--- src/rtl/uart_tx_scheduler.sv ---
// Round-robin arbiter that shares one utx transmitter between NUM_REQ byte producers,
// owns the applied baud code and recovers from a missing utx completion via a watchdog.
module uart_tx_scheduler #(
    parameter int NUM_REQ  = 4,
    parameter int TIMEOUT  = 1000000,
    parameter int TO_WIDTH = 20
) (
    input  logic                       i_Clock,
    input  logic                       i_Rst_n,
    input  logic [NUM_REQ-1:0]         i_Req,
    input  logic [8*NUM_REQ-1:0]       i_Req_Byte,
    output logic [NUM_REQ-1:0]         o_Ack,
    input  logic [1:0]                 i_Baud_Sel,
    output logic [1:0]                 o_Baud_Sel,
    output logic                       o_Tx_DV,
    output logic [7:0]                 o_Tx_Byte,
    input  logic                       i_Tx_Done,
    output logic                       o_Busy,
    output logic [$clog2(NUM_REQ)-1:0] o_Grant_Id,
    output logic                       o_Timeout
);

    localparam int GW = $clog2(NUM_REQ);
    localparam logic [TO_WIDTH-1:0] WD_LAST = TO_WIDTH'(TIMEOUT - 1);

    typedef enum logic [1:0] {IDLE, WAIT_DONE, GAP} state_t;

    state_t                     state;
    logic [TO_WIDTH-1:0]        wd;
    logic [NUM_REQ-1:0][7:0]    req_byte;
    logic [GW-1:0]              win;
    logic [GW-1:0]              idx;

    assign req_byte = i_Req_Byte;

    // Scan from farthest to nearest offset so the requester closest after the
    // last grant is the one left standing.
    always_comb begin
        win = o_Grant_Id;
        idx = '0;
        for (int i = NUM_REQ; i >= 1; i--) begin
            idx = GW'((int'(o_Grant_Id) + i) % NUM_REQ);
            if (i_Req[idx])
                win = idx;
        end
    end

    always_ff @(posedge i_Clock) begin
        if (!i_Rst_n) begin
            state      <= IDLE;
            wd         <= '0;
            o_Ack      <= '0;
            o_Tx_DV    <= 1'b0;
            o_Tx_Byte  <= 8'h00;
            o_Busy     <= 1'b0;
            o_Timeout  <= 1'b0;
            o_Baud_Sel <= 2'b00;
            o_Grant_Id <= GW'(NUM_REQ - 1);
        end else begin
            o_Ack     <= '0;
            o_Tx_DV   <= 1'b0;
            o_Timeout <= 1'b0;
            case (state)
                IDLE: begin
                    o_Baud_Sel <= i_Baud_Sel;
                    if (|i_Req) begin
                        o_Ack      <= NUM_REQ'(1) << win;
                        o_Tx_DV    <= 1'b1;
                        o_Tx_Byte  <= req_byte[win];
                        o_Grant_Id <= win;
                        o_Busy     <= 1'b1;
                        wd         <= '0;
                        state      <= WAIT_DONE;
                    end
                end
                WAIT_DONE: begin
                    wd <= wd + 1'b1;
                    // Completion takes priority over a watchdog expiry in the same cycle.
                    if (i_Tx_Done) begin
                        state <= GAP;
                    end else if (wd == WD_LAST) begin
                        o_Timeout <= 1'b1;
                        o_Busy    <= 1'b0;
                        state     <= IDLE;
                    end
                end
                GAP: begin
                    o_Busy <= 1'b0;
                    state  <= IDLE;
                end
                default: state <= IDLE;
            endcase
        end
    end

endmodule

--- config.mk ---
export PLATFORM = sky130hd
export DESIGN_NAME = uart_tx_scheduler
export DESIGN_NICKNAME = d
export VERILOG_FILES = /design/src/rtl/uart_tx_scheduler.sv
export SDC_FILE = /design/constraint.sdc
export NUM_CORES = 1
export LEC_CHECK = 0
export ABC_CLOCK_PERIOD_IN_PS = 1900
export CAP_MARGIN = 20
export CORE_MARGIN = 2
export CORE_UTILIZATION = 62
export CTS_CLUSTER_DIAMETER = 150
export DETAILED_ROUTE_END_ITERATION = 10
export DONT_BUFFER_PORTS = 1
export PLACE_DENSITY = 0.75
export SYNTH_ARGS = -nofsm -noshare
export SYNTH_HDL_FRONTEND = slang
export SYNTH_SLANG_ARGS = --single-unit
--- constraint.sdc ---
create_clock -name i_Clock -period 1.9 [get_ports i_Clock]
set_input_delay 0.38 -clock i_Clock [delete_from_list [all_inputs] [get_ports i_Clock]]
set_output_delay 0.38 -clock i_Clock [all_outputs]
set_load 0.05 [all_outputs]
# [After elaboration in Yosys (flattened, before gate mapping)]
# Index checks and enable logic that the tools add are counted.
[word_totals] inputBits=41 out_inout_bits=19 ff_bits=41
[classes] n_addsub=5 n_reduce_logical=11 muxes=26 n_eq_ne=7 n_lt_le_gt_ge=5 n_shift=1 n_bitwise=2
[op_table] operator="case mux 20 bit (2 select lines)" count=1
[op_table] operator="adder 20 x 1 -> 20 bit, second input constant" count=1
[op_table] operator="== test 20 bit, second input constant" count=1
[op_table] operator="2-to-1 mux 20 bit" count=1
[op_table] operator="binary-select mux 8 bit (select 2 bit)" count=1
[op_table] operator="< comparator 2 x 3 -> 1 bit, second input constant" count=5
[op_table] operator="2-to-1 mux 2 bit" count=7
[op_table] operator="2-to-1 mux 1 bit" count=9
[op_table] operator="binary-select mux 1 bit (select 2 bit)" count=4
[op_table] operator="2-to-1 mux 8 bit" count=1
[op_table] operator="AND reduction 2 bit" count=4
[op_table] operator="!= test 2 bit, second input constant" count=3
[op_table] operator="adder 2 x 1 -> 2 bit, second input constant" count=2
[op_table] operator="adder 2 bit, second input constant" count=2
[op_table] operator="case mux 2 bit (2 select lines)" count=1
[op_table] operator="AND reduction 4 bit" count=1
[op_table] operator="OR reduction 4 bit" count=1
[op_table] operator="<< shifter 1 x 2 -> 4 bit, first input constant" count=1
[op_table] operator="!= test 3 bit, second input constant" count=1
[op_table] operator="case mux 1 bit (3 select lines)" count=1
[op_table] operator="AND reduction 3 bit" count=1
[op_table] operator="nonzero test 3 bit" count=1
[op_table] operator="OR reduction 3 bit" count=1
[op_table] operator="== test 2 x 1 -> 1 bit, second input constant" count=1
[op_table] operator="other kinds (4)" count=5

# [Depth between registers and ports, before layout]
# Gate-level depths: netlist of the first run.
[logic_depth] ltp_word=9 ltp_mapped=9 ltp_nobuf=7

# [Worst setup path before layout of the first run]
# No wires, ideal clock.
[synth_path] path_type="register to register" start="register o_Grant_Id[1]" end="register o_Tx_Byte[3]" path_slack_ns=-0.112 arrival_time_ns=1.876 setup_time_ns=0.135 synth_period_minus_slack_ns=2.012 path_buffers=1 required_ns=1.765 path_stages_with_launch=7 path_cell_list="dfxtp_1 -> inv_1 -> o2bb2ai_1 -> a221oi_2 -> buf_2 -> mux2i_1 -> o221ai_1"
[synth_via] elab_chain_len=9 elab_cells_between_ends=18
[synth_rtl] item="start, declared" line="19" source="output logic [$clog2(NUM_REQ)-1:0] o_Grant_Id,"
[synth_rtl] item="start signal, assigned" line="58" source="o_Grant_Id <= GW'(NUM_REQ - 1);"
[synth_rtl] item="start signal, assigned" line="70" source="o_Grant_Id <= win;"
[synth_rtl] item="adder 2 x 1 -> 2 bit" line="42" source="idx = GW'((int'(o_Grant_Id) + i) % NUM_REQ);"
[synth_rtl] item="binary-select mux 1 bit (select 2 bit)" line="43" source="if (i_Req[idx])"
[synth_rtl] item="2-to-1 mux 1 bit (implied by the code)" line="43"
[synth_rtl] item="2-to-1 mux 2 bit (3 in series)" line="43"
[synth_rtl] item="2-to-1 mux 2 bit (*)" line="43"
[synth_rtl] item="binary-select mux 8 bit (select 2 bit) (*)" line="69" source="o_Tx_Byte <= req_byte[win];"
[synth_rtl] item="2-to-1 mux 8 bit (implied by the code) (*)" line="69"
[synth_rtl] item="end signal, assigned" line="69"
[synth_rtl] item="end, declared" line="16" source="output logic [7:0] o_Tx_Byte,"
# Mark *: on every way between the ends. The rest lies on a longest branch, timed or not. The select of a mux whose other input is x is not followed.
# A chain may end at the register's enable or synchronous reset.

# [Worst setup path after layout of the first run]
[layout_path] start="register wd[17]" end="register o_Busy"
[layout_via] elab_chain_len=3
[layout_rtl] item="start, declared" line="29" source="logic [TO_WIDTH-1:0] wd;"
[layout_rtl] item="start signal, assigned" line="77" source="wd <= wd + 1'b1;"
[layout_rtl] item="== test 20 bit" line="81" source="end else if (wd == WD_LAST) begin"
[layout_rtl] item="!= test 2 bit (no line)"
[layout_rtl] item="AND reduction 4 bit (no line)"
[layout_rtl] item="end signal, assigned" line="71" source="o_Busy <= 1'b1;"
[layout_rtl] item="end signal, assigned" line="83" source="o_Busy <= 1'b0;"
[layout_rtl] item="end signal, assigned" line="88" source="o_Busy <= 1'b0;"
[layout_rtl] item="end, declared" line="18" source="output logic o_Busy,"
# No other way between the ends.

==> results of run 1 <==
-- layout make-up --
cell class,instances,area (um^2),share of cell area
clock inverter,2,35.0,0.0155
sequential,41,823,0.365
multi-input combinational,166,1160,0.516
tap,44,55.1,0.0244
clock buffer,5,37.5,0.0166
timing repair buffer,11,95.1,0.0422
inverter,12,45.0,0.0200
-- sequential cells by signal, indices dropped and copies added, names as in the netlist, 2 cells and up --
name / flops
wd: 20
o_Tx_Byte: 8
o_Ack: 4
o_Baud_Sel: 2
o_Grant_Id: 2
state: 2
-- synthesized netlist by cell type (2+ instances only) --
| library cell | n | share of area |
|---|---|---|
| a211o_1 | 2 | 0.0087 |
| a211oi_1 | 2 | 0.0074 |
| a21o_1 | 2 | 0.0074 |
| a21oi_1 | 8 | 0.020 |
| and2_1 | 2 | 0.0062 |
| and3_1 | 2 | 0.0062 |
| buf_2 | 5 | 0.012 |
| clkbuf_1 | 2 | 0.0037 |
| dfxtp_1 | 41 | 0.41 |
| ha_1 | 5 | 0.031 |
| inv_1 | 12 | 0.022 |
| mux2i_1 | 20 | 0.099 |
| nand2_1 | 24 | 0.045 |
| nand3_1 | 5 | 0.012 |
| nand4_1 | 3 | 0.0093 |
| nor2_1 | 29 | 0.054 |
| nor3_1 | 9 | 0.022 |
| nor4_1 | 5 | 0.015 |
| o21ai_0 | 4 | 0.0099 |
| o221ai_1 | 8 | 0.035 |
| or3_1 | 2 | 0.0062 |
| xnor2_1 | 12 | 0.052 |
| xor2_1 | 4 | 0.017 |
-- kinds of logic after synthesis --
| group | count (synthesis) | synth area share |
|---|---|---|
| flip-flops | 41 | 0.405 |
| AO/OA/AOI/OAI | 36 | 0.140 |
| AND/OR/NAND/NOR | 89 | 0.213 |
| multiplexers | 20 | 0.0989 |
| adder cells (fa/ha/maj) | 5 | 0.0309 |
| XOR/XNOR | 16 | 0.0692 |
| buffers and inverters | 20 | 0.0420 |
-- critical path: stages (launching register included) --
cell	delay (ps)
dfxtp_1	410
nand3_2	110
or4b_4	570
o41ai_4	350
a21oi_1	110
a41o_1	200
-- routing by layer --
layer  GRT usage  vias up
met3      0.0735        7
met1       0.264      820
li1            -      830
met4       0.102        0
met5           0        -
met2       0.433       52
-- worst max-delay path by stage --
stage,from,end,slack (ps)
2_1_floorplan,o_Grant_Id[1],o_Tx_Byte[3],120
3_3_place_gp,wd[16],o_Busy,120
3_5_place_dp,state[0],wd[19],20
4_1_cts,state[1],wd[19],0.9
5_1_grt,state[0],wd[8],-3
6_report,wd[17],o_Busy,70
-- power by group through the flow --
stage	Combinational [mW]	Clock, mW	Sequential, mW
after floorplan	0.361	0	1.31
after global placement	0.509	0	1.28
after detailed placement	0.535	0	1.29
after CTS	0.537	0.558	1.27
after global routing	0.595	0.589	1.28
final	0.545	0.547	1.27
==> metrics, run 1 <==
Worst R2R Path Depth 5; met3 wire len 221 um; Num CTS Buffers 5; worst hold slack 107 ps; Top FF cell, synth dfxtp_1; Hold Path End o_Grant_Id[0]; power share of the combinational group 0.231; Crit. End Element flip-flop; first-pass GRT wire length 6.73 mm; commonest cells after routing, fill and taps aside dfxtp_1, nor2_1, nand2_1; Final setup viols 0; leakage dissipation 0.856 nW; final WL 4.36 mm; hold path start i_Rst_n; Clock Power Share 0.232; detailed-route DRC error count 0; Die H 61.1 um; final worst path period share 0.963; DR WL/cell 15.5 um; H-tree depth 2; Worst Path Max Fanout 3; initial drt markers 118; largest net degree at the start of global routing 22; hold path cells 1; Peak VDD IR 0.000792 V; flops & latches, synth 41; endpoints failing hold 0; Worst Setup Slack, final 70.7 ps; Clock Path Buffers 2; sequential power share 0.537; met1 WL 1.77 mm; fin area 2260 um^2; Crit Reg-Reg Startpoint wd[17]; max_cap viols 0; P&R area growth vs syn 11.4%; CTS tree yes; clock sink count 41; Remaining Overflow, GRT 0; WP data arrival 2100 ps; number of global-route vias before repair 1665; FF-to-FF End o_Busy; Tot Pwr 2.36 mW; Worst-path clk slew 120 ps; Post-synth EDFFs 0; placed standard-cell area 2150 um^2; Mapped Cells 227; Port Buf Inserts 0; async set-reset flop share out of synthesis 0; critical path class flip-flop to flip-flop; RSZ-0062 raised after global routing yes; min-delay worst type primary input to flip-flop; core footprint 3080 um^2; Sw Pwr 0.897 mW; clk_lat worst skew 360 ps; Rows 20; Clock Skew 10.7 ps; Fmax 547 MHz; commonest non-fill, non-tap cell in the layout dfxtp_1; vias per std cell 6.08; initial core utilization 0.658; Layout Nets 283; DRT antenna net count 0; share of layout cells above drive strength 1 0.148; Critical Path RT 2170 ps; placed cell count 274; Resize count post-CTS 0; Syn Area/Cell 8.92 um^2; synth unique cells 42; final setup TNS 0 ps; switching part of the total 0.380; GRT Overall Usage 0.242; # IOs 60; YS warnings 0; Setup Fix Bufs, Post-CTS 0; Die ar. 3740 um^2; initial antenna violation count 0; Post-Syn Area 2020 um^2; Final Non-Filler Cells 281; R2R setup slack 70 ps; DRT Pass-1 Iters 5; met2 WL post-DR 2.31 mm; sequential-to-total area share from yosys stat 0.405; routed via count 1709; max-slew violation count 0; Die W 61.1 um; detailed placement HPWL 3.35 mm; slew at the pin closest to its max-slew limit 518 ps; hold buffer count at CTS 0; root buf cell clkbuf_4; Startpoint Class flip-flop; uppermost layer routed met4; Placement Setup Slack 18.5 ps; diode count 0; status finished, final reports clean; syn_nets 273; worst relative slew slack 0.654; min Tclk post-route 1830 ps; P per Cell Area 1050 nW/um^2; Core Util, Final 0.733; routability cong. 0.834; # fillers 266; internal power 1.47 mW
No activity file was read; power rests on OpenSTA's default activity.
==> run 2: changes to the inputs <==
- CORE_MARGIN: 2 -> 4
==> metrics, run 2 (synthesis gave the netlist of run 1 again) <==
placed standard-cell area 2170 um^2 (was 2150 um^2); max-slew violation count 0 (unchanged); core footprint 3080 um^2 (unchanged); Num CTS Buffers 5 (unchanged); first-pass GRT wire length 7.38 mm (was 6.73 mm); critical path's largest stage delay 540 ps (was 570 ps); Die ar. 4240 um^2 (was 3740 um^2); register area 828 um^2 (was 823 um^2); number of global-route vias before repair 1695 (was 1665); detailed-route DRC error count 0 (unchanged); Crit. End Element flip-flop (unchanged); Port Buf Inserts 0 (unchanged); DR WL/cell 16.4 um (was 15.5 um); final worst path period share 0.984 (was 0.963); # IOs 60 (unchanged); Buffers & Inverters on Critical Path 0 (unchanged); Worst Path Max Fanout 3 (unchanged); Final setup viols 0 (unchanged); Clock Skew 7.00 ps (was 10.7 ps); CTS tree yes (unchanged); Fmax 535 MHz (was 547 MHz); Crit path max-delay family compound AO/OA/AOI/OAI gates (was simple AND/OR/NAND/NOR gates); min-delay worst type primary input to flip-flop (unchanged); routability cong. 0.873 (was 0.834); status finished, final reports clean (unchanged); Remaining Overflow, GRT 0 (unchanged); final WL 4.67 mm (was 4.36 mm); Peak VDD IR 0.000658 V (was 0.000792 V); initial antenna violation count 0 (unchanged); Critical Path RT 2160 ps (was 2170 ps); detailed placement HPWL 3.42 mm (was 3.35 mm); DRT antenna net count 0 (unchanged); Multi-input gate area 1210 um^2 (was 1160 um^2); Rows 20 (unchanged); routed via count 1701 (was 1709); fin area 2310 um^2 (was 2260 um^2); initial drt markers 110 (was 118); Die W 65.1 um (was 61.1 um); clk_lat worst skew 350 ps (was 360 ps); P per Cell Area 988 nW/um^2 (was 1050 nW/um^2); DRT Pass-1 Iters 4 (was 5); share of layout cells above drive strength 1 0.179 (was 0.148); Reg with most FFs wd (unchanged); H-tree depth 2 (unchanged); endpoints failing hold 0 (unchanged); hold buffer count at CTS 0 (unchanged); Layout Nets 286 (was 283); final setup TNS 0 ps (unchanged); Setup Fix Bufs, Post-CTS 0 (unchanged); Startpoint Class flip-flop (unchanged); root buf cell clkbuf_4 (unchanged); Die H 65.1 um (was 61.1 um); max_cap viols 0 (unchanged); Clock Path Buffers 2 (unchanged); largest net degree at the start of global routing 22 (unchanged); max reg flops 20 (unchanged); worst relative slew slack 0.503 (was 0.654); Top Registers wd (20), o_Tx_Byte (8), o_Ack (4) (unchanged); commonest non-fill, non-tap cell in the layout dfxtp_1 (unchanged); leakage dissipation 0.909 nW (was 0.856 nW); initial core utilization 0.658 (unchanged); critical path class flip-flop to flip-flop (unchanged); WP data arrival 2130 ps (was 2100 ps); vias per std cell 5.99 (was 6.08); commonest cells after routing, fill and taps aside dfxtp_1, nor2_1, nand2_1 (unchanged); min Tclk post-route 1870 ps (was 1830 ps); clock sink count 41 (unchanged); GRT Overall Usage 0.225 (was 0.242); diode count 0 (unchanged); CP max stage cell or4b_4 (unchanged); P&R area growth vs syn 14.2% (was 11.4%); slew at the pin closest to its max-slew limit 745 ps (was 518 ps); # fillers 234 (was 266); CP Cell Sequence nand3_2 > or4b_4 > o41ai_4 > a21oi_2 > a41o_1 (was nand3_2 > or4b_4 > o41ai_4 > a21oi_1 > a41o_1); Worst-path clk slew 110 ps (was 120 ps)
[run 2: changes by cell type in the layout (fill, tap and decap cells not counted), sizes merged]
cell | previous run | this run
bufinv | 1 | 0
clkinv | 1 | 0
buf | 11 | 14
clkbuf | 5 | 7
[run 2: what timing repair did]
action,4_1_cts,5_1_grt
cloned,0,0
resized for setup,2,19
pin swaps,0,3
endpoints found under the setup margin,18,21
[run 2: final timing paths]
path	cells past startpoint	from	slack [ps]	endpoint
max reg2reg	5	wd[17]	30	o_Busy
min	1	i_Rst_n	120	o_Grant_Id[0]
min reg2reg	2	wd[4]	530	wd[4]
max	5	wd[17]	30	o_Busy
[run 2: worst reg2reg max path: stages, from the launching register on]
cell and delay (ps):
dfxtp_2 380, nand3_2 120, or4b_4 540, o41ai_4 430
a21oi_2 90, a41o_1 210
[run 2: power breakdown]
group | leakage [nW] | switching, mW | internal, mW
Sequential | 0.336 | 0.313 | 0.952
Combinational | 0.542 | 0.328 | 0.255
Clock | 0.0314 | 0.262 | 0.175
Total | 0.909 | 0.903 | 1.38
[run 2: through the flow]
step                worst slack [ps]  total power [mW]  cells  hold slack, ps   util
floorplan                        119              1.67    227             467      -
global placement                67.2              1.80    277             475  0.705
detailed placement             -77.9              1.84    277             476  0.705
CTS                             15.6              2.27    284             106  0.726
global route                   -21.3              2.40    284             121  0.751
finish                          30.8              2.28    284             119  0.751
[run 2: layout make-up]
class | count | area share
sequential | 41 | 0.358
inverter | 12 | 0.0195
timing repair buffer | 14 | 0.0509
clock buffer | 7 | 0.0238
multi-input combinational | 166 | 0.524
tap | 44 | 0.0238
[run 2: routing by layer]
| layer | vias up | GRT usage | share of wire |
|---|---|---|---|
| li1 | 834 | - | - |
| met1 | 814 | 0.248 | 0.40 |
| met2 | 44 | 0.393 | 0.52 |
| met3 | 9 | 0.0667 | 0.061 |
| met4 | 0 | 0.109 | 0.018 |
| met5 | - | 0 | 0 |
==> run 3: changes to the inputs <==
- MAX_ROUTING_LAYER: unset -> met4
==> metrics, run 3 (synthesis gave the netlist of run 1 again) <==
detailed placement HPWL 3.42 mm (unchanged); Clock Power Share 0.190 (was 0.191); final WL 4.74 mm (was 4.67 mm); min-delay worst type primary input to flip-flop (unchanged); Sw Pwr 0.906 mW (was 0.903 mW); clock sink count 41 (unchanged); R2R setup slack 30 ps (about the same); clk_lat worst skew 350 ps (about the same); hold path start i_Rst_n (unchanged); Die H 65.1 um (unchanged); max-slew violation count 0 (unchanged); number of global-route vias before repair 1703 (was 1695); DR WL/cell 16.7 um (was 16.4 um); Clock Skew 6.01 ps (was 7.00 ps); GRT Overall Usage 0.231 (was 0.225); commonest non-fill, non-tap cell in the layout dfxtp_1 (unchanged); final setup TNS 0 ps (unchanged); endpoints failing hold 0 (unchanged); vias per std cell 5.97 (was 5.99); Worst R2R Path Depth 5 (unchanged); root buf cell clkbuf_4 (unchanged); Top Registers wd (20), o_Tx_Byte (8), o_Ack (4) (unchanged); internal power 1.39 mW (was 1.38 mW); CTS tree yes (unchanged); Crit. End Element flip-flop (unchanged); commonest cells after routing, fill and taps aside dfxtp_1, nor2_1, nand2_1 (unchanged); critical path class flip-flop to flip-flop (unchanged); routability cong. 0.887 (was 0.873); CP Cell Sequence nand3_2 > or4b_4 > o41ai_4 > a21oi_2 > a41o_1 (unchanged); Startpoint Class flip-flop (unchanged); FF-to-FF End o_Busy (unchanged); power share of the combinational group 0.258 (was 0.255); Crit Reg-Reg Startpoint wd[17] (unchanged); Peak VDD IR 0.000664 V (was 0.000658 V); sequential power share 0.551 (was 0.554); worst hold slack 117 ps (was 119 ps); Clock Path Buffers 2 (unchanged); DRT Pass-1 Iters 4 (unchanged); Worst-path clk slew 110 ps (about the same); Worst Path Max Fanout 3 (unchanged); Fmax 535 MHz (about the same); switching part of the total 0.394 (was 0.395); P&R area growth vs syn 15.5% (was 14.2%); status finished, final reports clean (unchanged); P per Cell Area 983 nW/um^2 (was 988 nW/um^2); Die ar. 4240 um^2 (unchanged); Layout Nets 286 (unchanged); Hold Path End o_Grant_Id[0] (unchanged); max reg flops 20 (unchanged); largest net degree at the start of global routing 22 (unchanged); Remaining Overflow, GRT 0 (unchanged); max_cap viols 0 (unchanged); worst relative slew slack 0.531 (was 0.503); first-pass GRT wire length 7.40 mm (was 7.38 mm); placed standard-cell area 2170 um^2 (unchanged); core footprint 3080 um^2 (unchanged); DRT antenna net count 0 (unchanged); initial antenna violation count 0 (unchanged); CP max stage cell or4b_4 (unchanged); Num CTS Buffers 5 (unchanged); Final setup viols 0 (unchanged); Port Buf Inserts 0 (unchanged); min Tclk post-route 1870 ps (about the same); routed via count 1696 (was 1701); initial drt markers 107 (was 110); diode count 0 (unchanged); hold path cells 1 (unchanged); initial core utilization 0.658 (unchanged); share of layout cells above drive strength 1 0.188 (was 0.179); # IOs 60 (unchanged); final worst path period share 0.983 (was 0.984); WP data arrival 2120 ps (was 2130 ps); leakage dissipation 0.912 nW (was 0.909 nW); slew at the pin closest to its max-slew limit 704 ps (was 745 ps); H-tree depth 2 (unchanged); Reg with most FFs wd (unchanged); fin area 2340 um^2 (was 2310 um^2); Rows 20 (unchanged); Critical Path RT 2150 ps (was 2160 ps); detailed-route DRC error count 0 (unchanged); critical path's largest stage delay 540 ps (about the same); Die W 65.1 um (unchanged)
==> run 3: metal layers <==
metal / wire length [um] / GRT usage / vias up
met1: 1830 / 0.248 / 799
met2: 2530 / 0.395 / 58
li1: - / - / 830
met5: 0 / - / -
met4: 82 / 0.109 / 0
met3: 297 / 0.0650 / 9
==> run 3: how the worst max path moves through the flow <==
stage / start / endpoint / slack (ps) / cells past startpoint
floorplan: o_Grant_Id[1] / o_Tx_Byte[3] / 120 / 6
global placement: state[0] / wd[12] / 70 / 4
detailed placement: state[1] / wd[3] / -80 / 5
CTS: state[1] / wd[15] / 20 / 7
global route: wd[16] / o_Busy / -20 / 5
finish: wd[17] / o_Busy / 30 / 5
==> run 3: worst max-delay path: cells and delay by family, from the launching register on <==
kind	cells	cell delay [ps]
simple gates	2	660
flops	1	380
compound gates	3	740
==> run 3: timing repair <==
action | 4_1_cts | 5_1_grt
cloned | 0 | 0
endpoints found under the hold margin | 0 | 0
hold buffers | 0 | 0
endpoints found under the setup margin | 18 | 21
buffers inserted | 0 | 0
pin swaps | 0 | 4
gates resized for setup | 2 | 23
==> run 3: through the flow <==
step           cells  worst slack [ps]   util  total power, mW
3_3_place_gp     277              67.2  0.705             1.80
4_1_cts          284              15.6  0.726             2.27
2_1_floorplan    227               119      -             1.67
3_5_place_dp     277             -77.9  0.705             1.84
5_1_grt          284             -19.1  0.759             2.41
6_report         284              31.4  0.759             2.30
==> run 3: cell type report <==
class | instances | area (um^2)
multi-input combinational | 166 | 1240
timing repair buffer | 14 | 118
sequential | 41 | 828
clock buffer | 7 | 55.1
inverter | 12 | 45.0
fill | 231 | 741
tap | 44 | 55.1
==> run 3: power groups by stage <==
stage / Sequential (mW) / Clock, mW / Combinational (mW)
after detailed placement: 1.29 / 0 / 0.551
after global placement: 1.28 / 0 / 0.521
after floorplan: 1.31 / 0 / 0.361
after global routing: 1.28 / 0.487 / 0.648
after CTS: 1.27 / 0.444 / 0.555
final: 1.27 / 0.437 / 0.594
